## config.mk

```make
export PLATFORM = sky130hd
export DESIGN_NAME = bus_slave_flat
export DESIGN_NICKNAME = d
export VERILOG_FILES = /design/src/rtl/bus_slave_if.sv /design/src/rtl/bus_slave.sv /design/src/flat_wrapper.sv
export SDC_FILE = /design/constraint.sdc
export NUM_CORES = 1
export LEC_CHECK = 0
export ABC_AREA = 1
export CORE_ASPECT_RATIO = 0.75
export CORE_MARGIN = 5
export CORE_UTILIZATION = 42
export CTS_CLUSTER_DIAMETER = 60
export DETAILED_ROUTE_END_ITERATION = 7
export GPL_TIMING_DRIVEN = 1
export HOLD_SLACK_MARGIN = 0.05
export PLACE_DENSITY_LB_ADDON = 0.25
export SYNTH_ARGS = -nofsm -noshare
export SYNTH_HDL_FRONTEND = slang
export SYNTH_SLANG_ARGS = --single-unit
```

## constraint.sdc

```tcl
create_clock -name clk -period 1.95 [get_ports clk]
set_clock_uncertainty 0.2 [all_clocks]
set_input_delay 0.39 -clock clk [delete_from_list [all_inputs] [get_ports clk]]
set_output_delay 0.39 -clock clk [all_outputs]
set_load 0.02 [all_outputs]
```

## src/rtl/bus_slave_if.sv

```systemverilog
// bus_slave_if: request/acknowledge bundle between a bus master and bus_slave.
// master drives req/we/addr/wdata; slave returns rdata/ack/err and both counters.
interface bus_slave_if #(
    parameter int ADDR_W = 2,
    parameter int DATA_W = 2,
    parameter int CNT_W  = 8
) ();
    logic              req;
    logic              we;
    logic [ADDR_W-1:0] addr;
    logic [DATA_W-1:0] wdata;
    logic [DATA_W-1:0] rdata;
    logic              ack;
    logic              err;
    logic [CNT_W-1:0]  wr_count;
    logic [CNT_W-1:0]  rd_count;

    modport master (
        output req, we, addr, wdata,
        input  rdata, ack, err, wr_count, rd_count
    );

    modport slave (
        input  req, we, addr, wdata,
        output rdata, ack, err, wr_count, rd_count
    );
endinterface

```

## src/rtl/bus_slave.sv

```systemverilog
// bus_slave: register-file responder with programmable wait states and
// saturating write/read counters. Ports: clk, rst (sync, active high), bus (slave).
module bus_slave #(
    parameter int ADDR_W      = 2,
    parameter int DATA_W      = 2,
    parameter int DEPTH       = 3,
    parameter int WAIT_CYCLES = 1,
    parameter int CNT_W       = 8
) (
    input  logic        clk,
    input  logic        rst,
    bus_slave_if.slave  bus
);

    typedef enum logic [1:0] {IDLE, WAIT, RESP} state_t;

    localparam logic [3:0]      WAIT_L  = 4'(WAIT_CYCLES);
    localparam logic [ADDR_W:0] DEPTH_L = (ADDR_W+1)'(DEPTH);

    state_t state, state_nxt;

    logic [3:0]        wcnt;
    logic              lat_we;
    logic [ADDR_W-1:0] lat_addr;
    logic [DATA_W-1:0] lat_wdata;
    logic [DATA_W-1:0] mem [DEPTH];

    logic [DATA_W-1:0] rdata_q;
    logic              ack_q;
    logic              err_q;
    logic [CNT_W-1:0]  wr_q;
    logic [CNT_W-1:0]  rd_q;

    logic              c_we;
    logic [ADDR_W-1:0] c_addr;
    logic [DATA_W-1:0] c_wdata;
    logic              c_map;
    logic              commit;

    // With zero wait states the response edge is also the capture edge,
    // so the live bus fields are used in IDLE and the latched copies after.
    always_comb begin
        c_we    = lat_we;
        c_addr  = lat_addr;
        c_wdata = lat_wdata;
        if (state == IDLE) begin
            c_we    = bus.we;
            c_addr  = bus.addr;
            c_wdata = bus.wdata;
        end
        c_map = ({1'b0, c_addr} < DEPTH_L);
    end

    always_comb begin
        state_nxt = state;
        unique case (state)
            IDLE: begin
                if (bus.req)
                    state_nxt = (WAIT_L != 4'd0) ? WAIT : RESP;
            end
            WAIT: begin
                if (wcnt <= 4'd1)
                    state_nxt = RESP;
            end
            RESP:    state_nxt = IDLE;
            default: state_nxt = IDLE;
        endcase
    end

    assign commit = (state_nxt == RESP);

    always_ff @(posedge clk) begin
        if (rst)
            state <= IDLE;
        else
            state <= state_nxt;
    end

    always_ff @(posedge clk) begin
        if (rst) begin
            wcnt      <= '0;
            lat_we    <= 1'b0;
            lat_addr  <= '0;
            lat_wdata <= '0;
            rdata_q   <= '0;
            ack_q     <= 1'b0;
            err_q     <= 1'b0;
            wr_q      <= '0;
            rd_q      <= '0;
            for (int i = 0; i < DEPTH; i++)
                mem[i] <= '0;
        end else begin
            ack_q <= commit;
            err_q <= commit && !c_map;

            if (state == IDLE && bus.req) begin
                lat_we    <= bus.we;
                lat_addr  <= bus.addr;
                lat_wdata <= bus.wdata;
                wcnt      <= WAIT_L;
            end else if (state == WAIT && wcnt != 4'd0) begin
                wcnt <= wcnt - 4'd1;
            end

            if (commit) begin
                if (c_we) begin
                    if (c_map) begin
                        mem[c_addr] <= c_wdata;
                        if (wr_q != '1)
                            wr_q <= wr_q + 1'b1;
                    end
                end else begin
                    rdata_q <= c_map ? mem[c_addr] : '0;
                    if (c_map && rd_q != '1)
                        rd_q <= rd_q + 1'b1;
                end
            end
        end
    end

    assign bus.rdata    = rdata_q;
    assign bus.ack      = ack_q;
    assign bus.err      = err_q;
    assign bus.wr_count = wr_q;
    assign bus.rd_count = rd_q;

endmodule

```

## src/flat_wrapper.sv

```systemverilog
// flat-port wrapper written by rule: the top's interface ports become plain ports
module bus_slave_flat 
#(
    parameter int ADDR_W      = 2,
    parameter int DATA_W      = 2,
    parameter int DEPTH       = 3,
    parameter int WAIT_CYCLES = 1,
    parameter int CNT_W       = 8
)
  (clk, rst, bus_req, bus_we, bus_addr, bus_wdata, bus_rdata, bus_ack, bus_err, bus_wr_count, bus_rd_count);
  bus_slave_if #(.ADDR_W(ADDR_W), .DATA_W(DATA_W), .CNT_W(CNT_W)) bus_i ();
  input  logic clk;
  input  logic rst;
  input wire logic [$bits(bus_i.req)-1:0] bus_req;
  input wire logic [$bits(bus_i.we)-1:0] bus_we;
  input wire logic [$bits(bus_i.addr)-1:0] bus_addr;
  input wire logic [$bits(bus_i.wdata)-1:0] bus_wdata;
  output wire logic [$bits(bus_i.rdata)-1:0] bus_rdata;
  output wire logic [$bits(bus_i.ack)-1:0] bus_ack;
  output wire logic [$bits(bus_i.err)-1:0] bus_err;
  output wire logic [$bits(bus_i.wr_count)-1:0] bus_wr_count;
  output wire logic [$bits(bus_i.rd_count)-1:0] bus_rd_count;
  assign bus_i.req = bus_req;
  assign bus_i.we = bus_we;
  assign bus_i.addr = bus_addr;
  assign bus_i.wdata = bus_wdata;
  assign bus_rdata = bus_i.rdata;
  assign bus_ack = bus_i.ack;
  assign bus_err = bus_i.err;
  assign bus_wr_count = bus_i.wr_count;
  assign bus_rd_count = bus_i.rd_count;
  bus_slave #(.ADDR_W(ADDR_W), .DATA_W(DATA_W), .DEPTH(DEPTH), .WAIT_CYCLES(WAIT_CYCLES), .CNT_W(CNT_W)) u_core (.clk(clk), .rst(rst), .bus(bus_i));
endmodule
```

Word-level counts from Yosys, hierarchy flattened --
Memories as Yosys holds them, arrays and structs flattened. Cells that the tools add are included.
Storage, ports and cells: RAM bits 6, register bits 31, bits of input ports 8, output and inout bits 20, memories kept 1, logic and storage cells 54
Memories:
- u_core.mem | depth 3, bits a word 2, read ports 1, clocked after memory_dff 0, write ports 3, line bus_slave.sv:26 | logic [DATA_W-1:0] mem [DEPTH];
Operators by class: add/sub/neg operators 3, magnitude comparators 2, reductions and logical operators 13, bitwise gates (word level) 1, eq/ne operators 4, mux-type cells 19
Operator list (count):
- adder 8 x 1 -> 8 bit (second input constant) | 2
- inequality test 8 bit (second input constant) | 2
- two-way mux 2 bit | 7
- two-way mux 1 bit | 11
- <= comparator 4 x 1 -> 1 bit (second input constant) | 1
- logical AND 1 bit | 4
- case mux 2 bit (2 select lines) | 1
- AND reduction 4 bit | 1
- nonzero test 4 bit | 1
- OR reduction 2 bit | 2
- subtractor 4 x 1 -> 4 bit (second input constant) | 1
- AND reduction 3 bit | 1
- equality test 2 x 1 -> 1 bit (second input constant) | 1
- equality test 2 bit (second input constant) | 1
- logical NOT 2 bit | 1
- less-than comparator 2 bit (second input constant) | 1
- AND reduction 2 bit | 1
- nonzero test 2 bit | 1
- logical NOT 1 bit | 1
- inverter 1 bit | 1

Longest topological paths before layout --
Gate-level depths: netlist (run 1).
depth in word-level cells 10, mapped depth 10, mapped depth without buffers 10

Worst setup path after synthesis (run 1) --
OpenSTA, ideal clock, no wires.
kind reg2reg, start point register u_core.rd_q[0], in the netlist u_core.bus.rd_count[0], end point register u_core.rd_q[6], in the netlist u_core.bus.rd_count[6], period minus slack after synthesis 1.768 ns, library setup time 0.070 ns, path slack 0.182 ns, path buffers 0, data required time 1.680 ns, stages on the path, launching flop included 8, arrival 1.498 ns, path through dfxtp_1 > ha_1 > nand2_1 > nor2_1 > nand4_2 > nand3_2 > nand2_1 > a21oi_1
Between the ends: word-level cells in the longest chain between the ends 3, elaborated cells between the ends (all ways) 4, classes of those cells add/sub: 1; eq/ne: 1; reduce/logical: 2
Ends and longest elaborated chain:
- start, declared | line bus_slave.sv:32 | logic [CNT_W-1:0] rd_q;
- start signal, assigned | line bus_slave.sv:115 | rd_q <= rd_q + 1'b1;
- branches (longest 3 deep; another with adder 8 x 1 -> 8 bit)
Parallel ways; which one is timed is not known. A chain may end at the register's enable or synchronous reset.

Final worst setup path (run 1) --
start point register u_core.rdata_q[1], in the netlist u_core.bus.rdata[1], end point output bus_rdata[1]
RTL lines:
- start, declared | line bus_slave.sv:28 | logic [DATA_W-1:0] rdata_q;
- start signal, assigned | line bus_slave.sv:113 | rdata_q <= c_map ? mem[c_addr] : '0;
- end, declared | line flat_wrapper.sv:18 | output wire logic [$bits(bus_i.rdata)-1:0] bus_rdata;
No word-level cell between the ends.

==> impl_metrics.csv, run 1 <==
group,metric,value,unit
grt,grt_pass1_vias,1695,
sta,drv_slew,0,
floorplanning,dieArea,6160,um^2
clock_network,ctsLongestPathBuffers,2,
floorplanning,coreArea,4490,um^2
detailed_routing,dr.pass1.iters,4,
placement,numPortBuffers,27,
synthesis,yosysSeqAreaShare,40.7,%
setup_path,crit_type,"reg -> out",
setup_path,path_delay_family,"buffers and inverters",
pwr,p_comb_share,19.7,%
placement,dp_slack,-0.0503,ns
clock_network,insertion_delay,0.29,ns
final_layout,register_area,801,um^2
setup_path,cp_data_arrival_time,1.24,ns
grt,grt_use_total,16.2,%
synthesis,ys_ff_latch,37,
setup_path,cp.required,1.36,ns
floorplanning,fp-row-count,21,
setup_path,start_kind,"register",
synthesis,synth.net_count,279,
pwr,p_leak,1.29,nW
synthesis,ys_top_cells_by_count,"nand2_1, dfxtp_1, nand3_1",
clock_network,cts_hold_buffers,0,
final_layout,fill_cells,408,
setup_path,slowest_stage,"clkdlybuf4s50_1",
synthesis,synth.area.top_cells,"dfxtp_1, nand2_1, edfxtp_1, nand3_1, inv_1",
setup_path,max_stage_delay,0.60,ns
sta,setup_viol,0,
detailed_routing,routed_wl,4.47,mm
pwr,p_per_area,667,nW/um^2
floorplanning,fp.dieH,69.2,um
floorplanning,die_w,89.0,um
setup_path,path_buf_inv,1,
clock_network,clkTransAtPathRegs,0.08,ns
sta,fmax,547,MHz
setup_path,crit_chain,"clkdlybuf4s50_1",
detailed_routing,drt_iter0_drc,99,
run_status,status,"complete, no violations",
grt,grt_remaining_overflow,0,
sta,min_period,1.83,ns
setup_path,endpoint_kind,"output pin",
detailed_routing,wl_per_cell,11.9,um
sta,tightest_slew,0.407,ns
clock_network,cts_buffers,5,
pwr,swShare,30.3,%
detailed_routing,viasPerCell,4.90,
sta,finalCritPeriodShare,93.7,%
pwr,p_switching,0.516,mW
final_layout,area_delta_synth_final,29.8,%
synthesis,synth_ff_type,"dfxtp_1",
clock_network,cts_max_level,2,
synthesis,syn_inst,266,
floorplanning,initial_core_util,43.7,%
pwr,power,1.70,mW
pwr,seqPwrFrac,48.4,%
synthesis,synthArstFlopShare,0,%
detailed_routing,ant_nets,0,
pwr,vdd_drop_max,0.350,mV
setup_path,cp_max_fo,2,
pwr,p_clk_share,31.9,%
clock_network,cts_sinks,37,
synthesis,yosysMostFrequentCell,"nand2_1",
synthesis,yosys.area.top_type,"dfxtp_1",
grt,grt_pass1_wl,7.92,mm
placement,place_hpwl,3.32,mm
sta,slew_headroom,72.6,%
pwr,p_int,1.19,mW
final_layout,antenna_cells,0,
grt,antenna_found_initial,0,
synthesis,syn_area,1970,um^2
sta,hold_violations,0,
clock_network,cts-root-buf,"clkbuf_8",
placement,gp_congestion,0.859,
synthesis,synth_edf_count,6,
final_layout,drive_gt1_share,16.7,%
sta,worst_slack,0.122,ns
hold_path,hold_class,"reg -> reg",
synthesis,ys_types,26,
clock_network,tritoncts,"built",
synthesis,synth_top_area_share,31.6,%
grt,grt_max_degree,15,
final_layout,multi_input_area,1040,um^2
detailed_routing,vias,1837,
synthesis,ys_warn_count,0,
flow_run,maxCapViolCount,0,
final_layout,fin_nets,330,
detailed_routing,drc,0,
floorplanning,ioPinCount,28,
synthesis,syn_avg_cell_area,7.39,um^2
-- final cells by class --
| type | count | share of cell area [%] |
|---|---|---|
| inverters | 32 | 4.71 |
| clock inverters | 2 | 0.392 |
| clock buffers | 6 | 2.84 |
| well taps | 57 | 2.80 |
| multi-input cells | 194 | 40.8 |
| repair buffers | 47 | 17.1 |
| flip-flops and latches | 37 | 31.4 |
-- routing by layer --
layer,wire (um),GRT usage [%],vias up,share of wire [%]
met1,2340,25.0,820,52
met5,0,0,-,0
li1,-,-,972,-
met2,1880,22.1,40,42
met3,196,3.56,5,4.4
met4,58,4.96,0,1.3
-- placed cells by master, fill, tap and decap left out, types with 2 or more instances in the layout --
cell / n
nand3_4: 2
o21ai_2: 2
inv_2: 4
a21oi_1: 19
buf_4: 20
clkinv_2: 2
o21ai_1: 2
nand2_1: 63
or2_2: 2
dlygate4sd2_1: 6
clkbuf_8: 5
xnor2_1: 4
o21ai_0: 9
dfxtp_1: 31
nand2_2: 6
nor2_4: 6
nor2_2: 2
nor2_1: 26
clkdlybuf4s50_1: 12
nand3_1: 29
xor2_1: 6
ha_1: 5
dlymetal6s2s_1: 9
nand4_1: 7
edfxtp_1: 6
inv_1: 27
-- metrics by stage --
stage / hold WS (ns) / cell area [um^2] / setup TNS [ns] / instances / util [%]
floorplan: 0.250 / 1970 / 0 / 266 / -
global placement: 0.257 / 2420 / 0 / 364 / 53.9
detailed placement: 0.260 / 2420 / -0.364 / 364 / 53.9
CTS: 0.273 / 2500 / 0 / 372 / 55.6
global route: 0.308 / 2550 / -0.0588 / 375 / 56.8
finish: 0.270 / 2550 / 0 / 375 / 56.8
-- timing repair --
action / 4_1_cts / 5_1_grt
resized for setup: 6 / 11
setup buffers: 0 / 3
endpoints found under the setup margin: 6 / 15
hold endpoints to repair: 0 / 0
pin swaps: 0 / 4
-- power by group through the flow --
stage / logic (mW) / registers, mW / clock network [mW]
final: 0.336 / 0.824 / 0.542
after global routing: 0.376 / 0.827 / 0.592
after CTS: 0.331 / 0.824 / 0.556
after detailed placement: 0.330 / 0.841 / 0
after global placement: 0.326 / 0.841 / 0
after floorplan: 0.193 / 0.846 / 0
-- registers in the layout (all words and copies together) (netlist names) --
signal and cells:
u_core.state 2, u_core.bus.rdata 2, u_core.lat_wdata 2, u_core.bus.wr_count 8
u_core.bus.err 1, u_core.mem 6, u_core.wcnt 4, u_core.bus.ack 1
u_core.lat_addr 2, u_core.lat_we 1, u_core.bus.rd_count 8
-- cells by family (layout without fill, tap and decap cells) --
kind of cell | count (synthesis) | in the layout | synth area share (%)
flops | 37 | 37 | 40.7
xor+xnor | 10 | 10 | 4.46
buf+inv | 35 | 87 | 6.68
compound gates | 33 | 33 | 8.91
fa+ha+maj | 5 | 5 | 3.18
simple gates | 146 | 146 | 36.0
-- path summary, 6_finish.rpt --
check / start / to / slack (ns) / cells past startpoint
max: u_core.bus.rdata[1]$_SDFFE_PP0P_ / bus_rdata[1] / 0.12 / 1
max reg2reg: u_core.wcnt[1]$_SDFFE_PP0P_ / u_core.mem[0][0]$_SDFFCE_PN0P_ / 0.13 / 8
min reg2reg: u_core.bus.rdata[1]$_SDFFE_PP0P_ / u_core.bus.rdata[1]$_SDFFE_PP0P_ / 0.27 / 2
min: u_core.bus.rdata[1]$_SDFFE_PP0P_ / u_core.bus.rdata[1]$_SDFFE_PP0P_ / 0.27 / 2
No activity file was read; power rests on OpenSTA's default activity.
==> run 2, diff against run 1 <==
--- a/config.mk
+++ b/config.mk
@@ -9,8 +9,8 @@
 export CORE_ASPECT_RATIO = 0.75
 export CORE_MARGIN = 5
 export CORE_UTILIZATION = 42
-export CTS_CLUSTER_DIAMETER = 60
 export DETAILED_ROUTE_END_ITERATION = 7
+export DONT_BUFFER_PORTS = 1
 export GPL_TIMING_DRIVEN = 1
 export HOLD_SLACK_MARGIN = 0.05
 export PLACE_DENSITY_LB_ADDON = 0.25
==> run 2 against run 1 <==
Effect of this change:
- final cell count decreased by 5.9%
- clock-buffer cell count increased by 2
- utilization decreased by 4.7 points
- design area decreased by 8.3%
- setup slack improved by 0.011 ns
- critical endpoint is now u_core.bus.ack$_SDFF_PP0_
- fmax increased by 0.60%
- clock power decreased by 0.9%
- largest cell class unchanged
- highest routed layer unchanged
- total power decreased by 3.4%
- routed wire length decreased by 7.2%
- flip-flop and latch count unchanged
==> impl_metrics.csv, run 2 (same netlist as run 1, synthesis figures left out) <==
group,metric,value,unit
run_status,status,"complete, no violations",
placement,gp_congestion,0.783,
clock_network,ctsLongestPathBuffers,2,
final_layout,register_area,802,um^2
setup_path,start_kind,"register",
pwr,p_per_area,703,nW/um^2
pwr,power,1.64,mW
detailed_routing,dr.pass1.iters,4,
grt,grt_pass1_vias,1581,
detailed_routing,ant_nets,0,
clock_network,tritoncts,"built",
setup_path,slowest_stage,"dlygate4sd3_1",
clock_network,insertion_delay,0.28,ns
sta,setup_viol,0,
final_layout,antenna_cells,0,
grt,antenna_found_initial,0,
final_layout,post-route-util,52.1,%
detailed_routing,viasPerCell,4.87,
sta,drv_slew,0,
pwr,swShare,27.7,%
setup_path,crit_chain,"inv_1 -> ha_1 -> inv_1 -> nand2_2 -> nand3_4 -> nor2_2 -> dlygate4sd3_1",
setup_path,max_stage_delay,0.57,ns
clock_network,cts_max_level,2,
detailed_routing,drt_iter0_drc,90,
setup_path,cp_max_fo,6,
setup_path,crit_type,"reg -> reg",
pwr,vdd_drop_max,0.334,mV
detailed_routing,wl_per_cell,11.7,um
setup_path,cpMostUsedCell,"inv_1",
detailed_routing,routed_wl,4.15,mm
clock_network,cts_buffers,5,
pwr,p_clk_share,32.7,%
floorplanning,initial_core_util,43.7,%
setup_path,endpoint_kind,"register",
hold_path,hold_class,"in -> reg",
clock_network,cts-root-buf,"clkbuf_8",
setup_path,cp_data_arrival_time,1.78,ns
floorplanning,fp-row-count,21,
final_layout,layout_commonest_cell,"nand2_1",
setup_path,cp.required,1.92,ns
grt,grt_pass1_wl,7.27,mm
floorplanning,coreArea,4490,um^2
sta,fmax,550,MHz
placement,numPortBuffers,0,
detailed_routing,vias,1718,
final_layout,drive_gt1_share,17.6,%
final_layout,mostFrequentLayoutCells,"nand2_1, dfxtp_1, nand3_1",
final_layout,area_delta_synth_final,19.0,%
floorplanning,die_w,89.0,um
clock_network,cts_sinks,37,
sta,worst_slack,0.133,ns
sta,tightest_slew,0.690,ns
sta,hold_violations,0,
final_layout,multi_input_area,1050,um^2
placement,dp_slack,0.135,ns
floorplanning,fp.dieH,69.2,um
sta,rsz0062_at_grt,"no",
pwr,p_switching,0.456,mW
pwr,p_comb_share,17.1,%
grt,grt_remaining_overflow,0,
final_layout,fin_nets,308,
clock_network,clkTransAtPathRegs,0.07,ns
sta,finalCritPeriodShare,93.2,%
pwr,seqPwrFrac,50.2,%
sta,min_period,1.82,ns
detailed_routing,drc,0,
grt,grt_max_degree,19,
sta,slew_headroom,53.8,%
placement,place_area,2160,um^2
floorplanning,ioPinCount,28,
clock_network,cts_setup_buffers,0,
grt,grt_use_total,14.7,%
final_layout,fill_cells,407,
pwr,p_int,1.19,mW
pwr,p_leak,1.03,nW
final_layout,final_area,2340,um^2
placement,place_hpwl,3.13,mm
floorplanning,dieArea,6160,um^2
sta,tns,0,ns
flow_run,maxCapViolCount,0,
[run 2: changes by cell type in the layout (fill, tap and decap cells not counted), sizes merged]
cell and change:
clkdlybuf4s50 -12, dlymetal6s2s -9, dlygate4sd3 +7, dlygate4sd2 -6, buf -2, clkbuf +2
clkinv -2
[run 2: repair_timing]
item | 4_1_cts | 5_1_grt
gates resized for setup | 0 | 5
endpoints found under the setup margin | 0 | 22
hold buffers | 7 | 0
endpoints found under the hold margin | 24 | 0
[run 2: per-stage QoR]
| step | cells | hold WS [ns] |
|---|---|---|
| floorplan | 266 | 0.250 |
| global route | 353 | 0.0639 |
| finish | 353 | 0.0762 |
| detailed placement | 338 | 0.266 |
| CTS | 353 | 0.0684 |
| global placement | 338 | 0.259 |
[run 2: worst paths after layout]
kind,startpoint,end,slack [ns],cells past startpoint
max,u_core.wcnt[0]$_SDFFE_PP0P_,u_core.bus.ack$_SDFF_PP0_,0.13,7
min,bus_wdata[0],u_core.lat_wdata[0]$_SDFFE_PP0P_,0.08,2
min reg2reg,u_core.wcnt[0]$_SDFFE_PP0P_,u_core.wcnt[0]$_SDFFE_PP0P_,0.28,2
max reg2reg,u_core.wcnt[0]$_SDFFE_PP0P_,u_core.bus.ack$_SDFF_PP0_,0.13,7
[run 2: worst max-delay path: cells and delay by family (launching register included)]
kind                     cells  cell delay, ns
adder cells (fa/ha/maj)      1            0.19
flip-flops                   1            0.34
buffers and inverters        3            0.71
AND/OR/NAND/NOR              3            0.24
[run 2: layout make-up]
class | count | share of cell area [%]
clock buffer | 8 | 3.85
inverter | 32 | 5.13
multi-input combinational | 194 | 44.9
sequential | 37 | 34.3
tap | 57 | 3.05
timing repair buffer | 25 | 8.77
[run 2: power by group through the flow]
stage | Clock [mW] | Combinational, mW | Sequential, mW
after floorplan | 0 | 0.193 | 0.846
after global placement | 0 | 0.261 | 0.842
after detailed placement | 0 | 0.259 | 0.842
after CTS | 0.561 | 0.278 | 0.825
after global routing | 0.598 | 0.320 | 0.829
final | 0.537 | 0.281 | 0.826
[run 2: layer usage]
layer	share of wire, %	track usage, %	vias to the layer above
li1	-	-	925
met1	48	21.0	743
met2	44	21.7	45
met3	6.8	4.28	5
met4	0.75	3.47	0
met5	0	0	-
==> run 3, diff against run 2 <==
--- a/config.mk
+++ b/config.mk
@@ -14,6 +14,7 @@
 export GPL_TIMING_DRIVEN = 1
 export HOLD_SLACK_MARGIN = 0.05
 export PLACE_DENSITY_LB_ADDON = 0.25
+export SLEW_MARGIN = 40
 export SYNTH_ARGS = -nofsm -noshare
 export SYNTH_HDL_FRONTEND = slang
 export SYNTH_SLANG_ARGS = --single-unit
==> results of run 3 <==
Same layout as run 2: the final DEF is identical, and so are final timing and power.
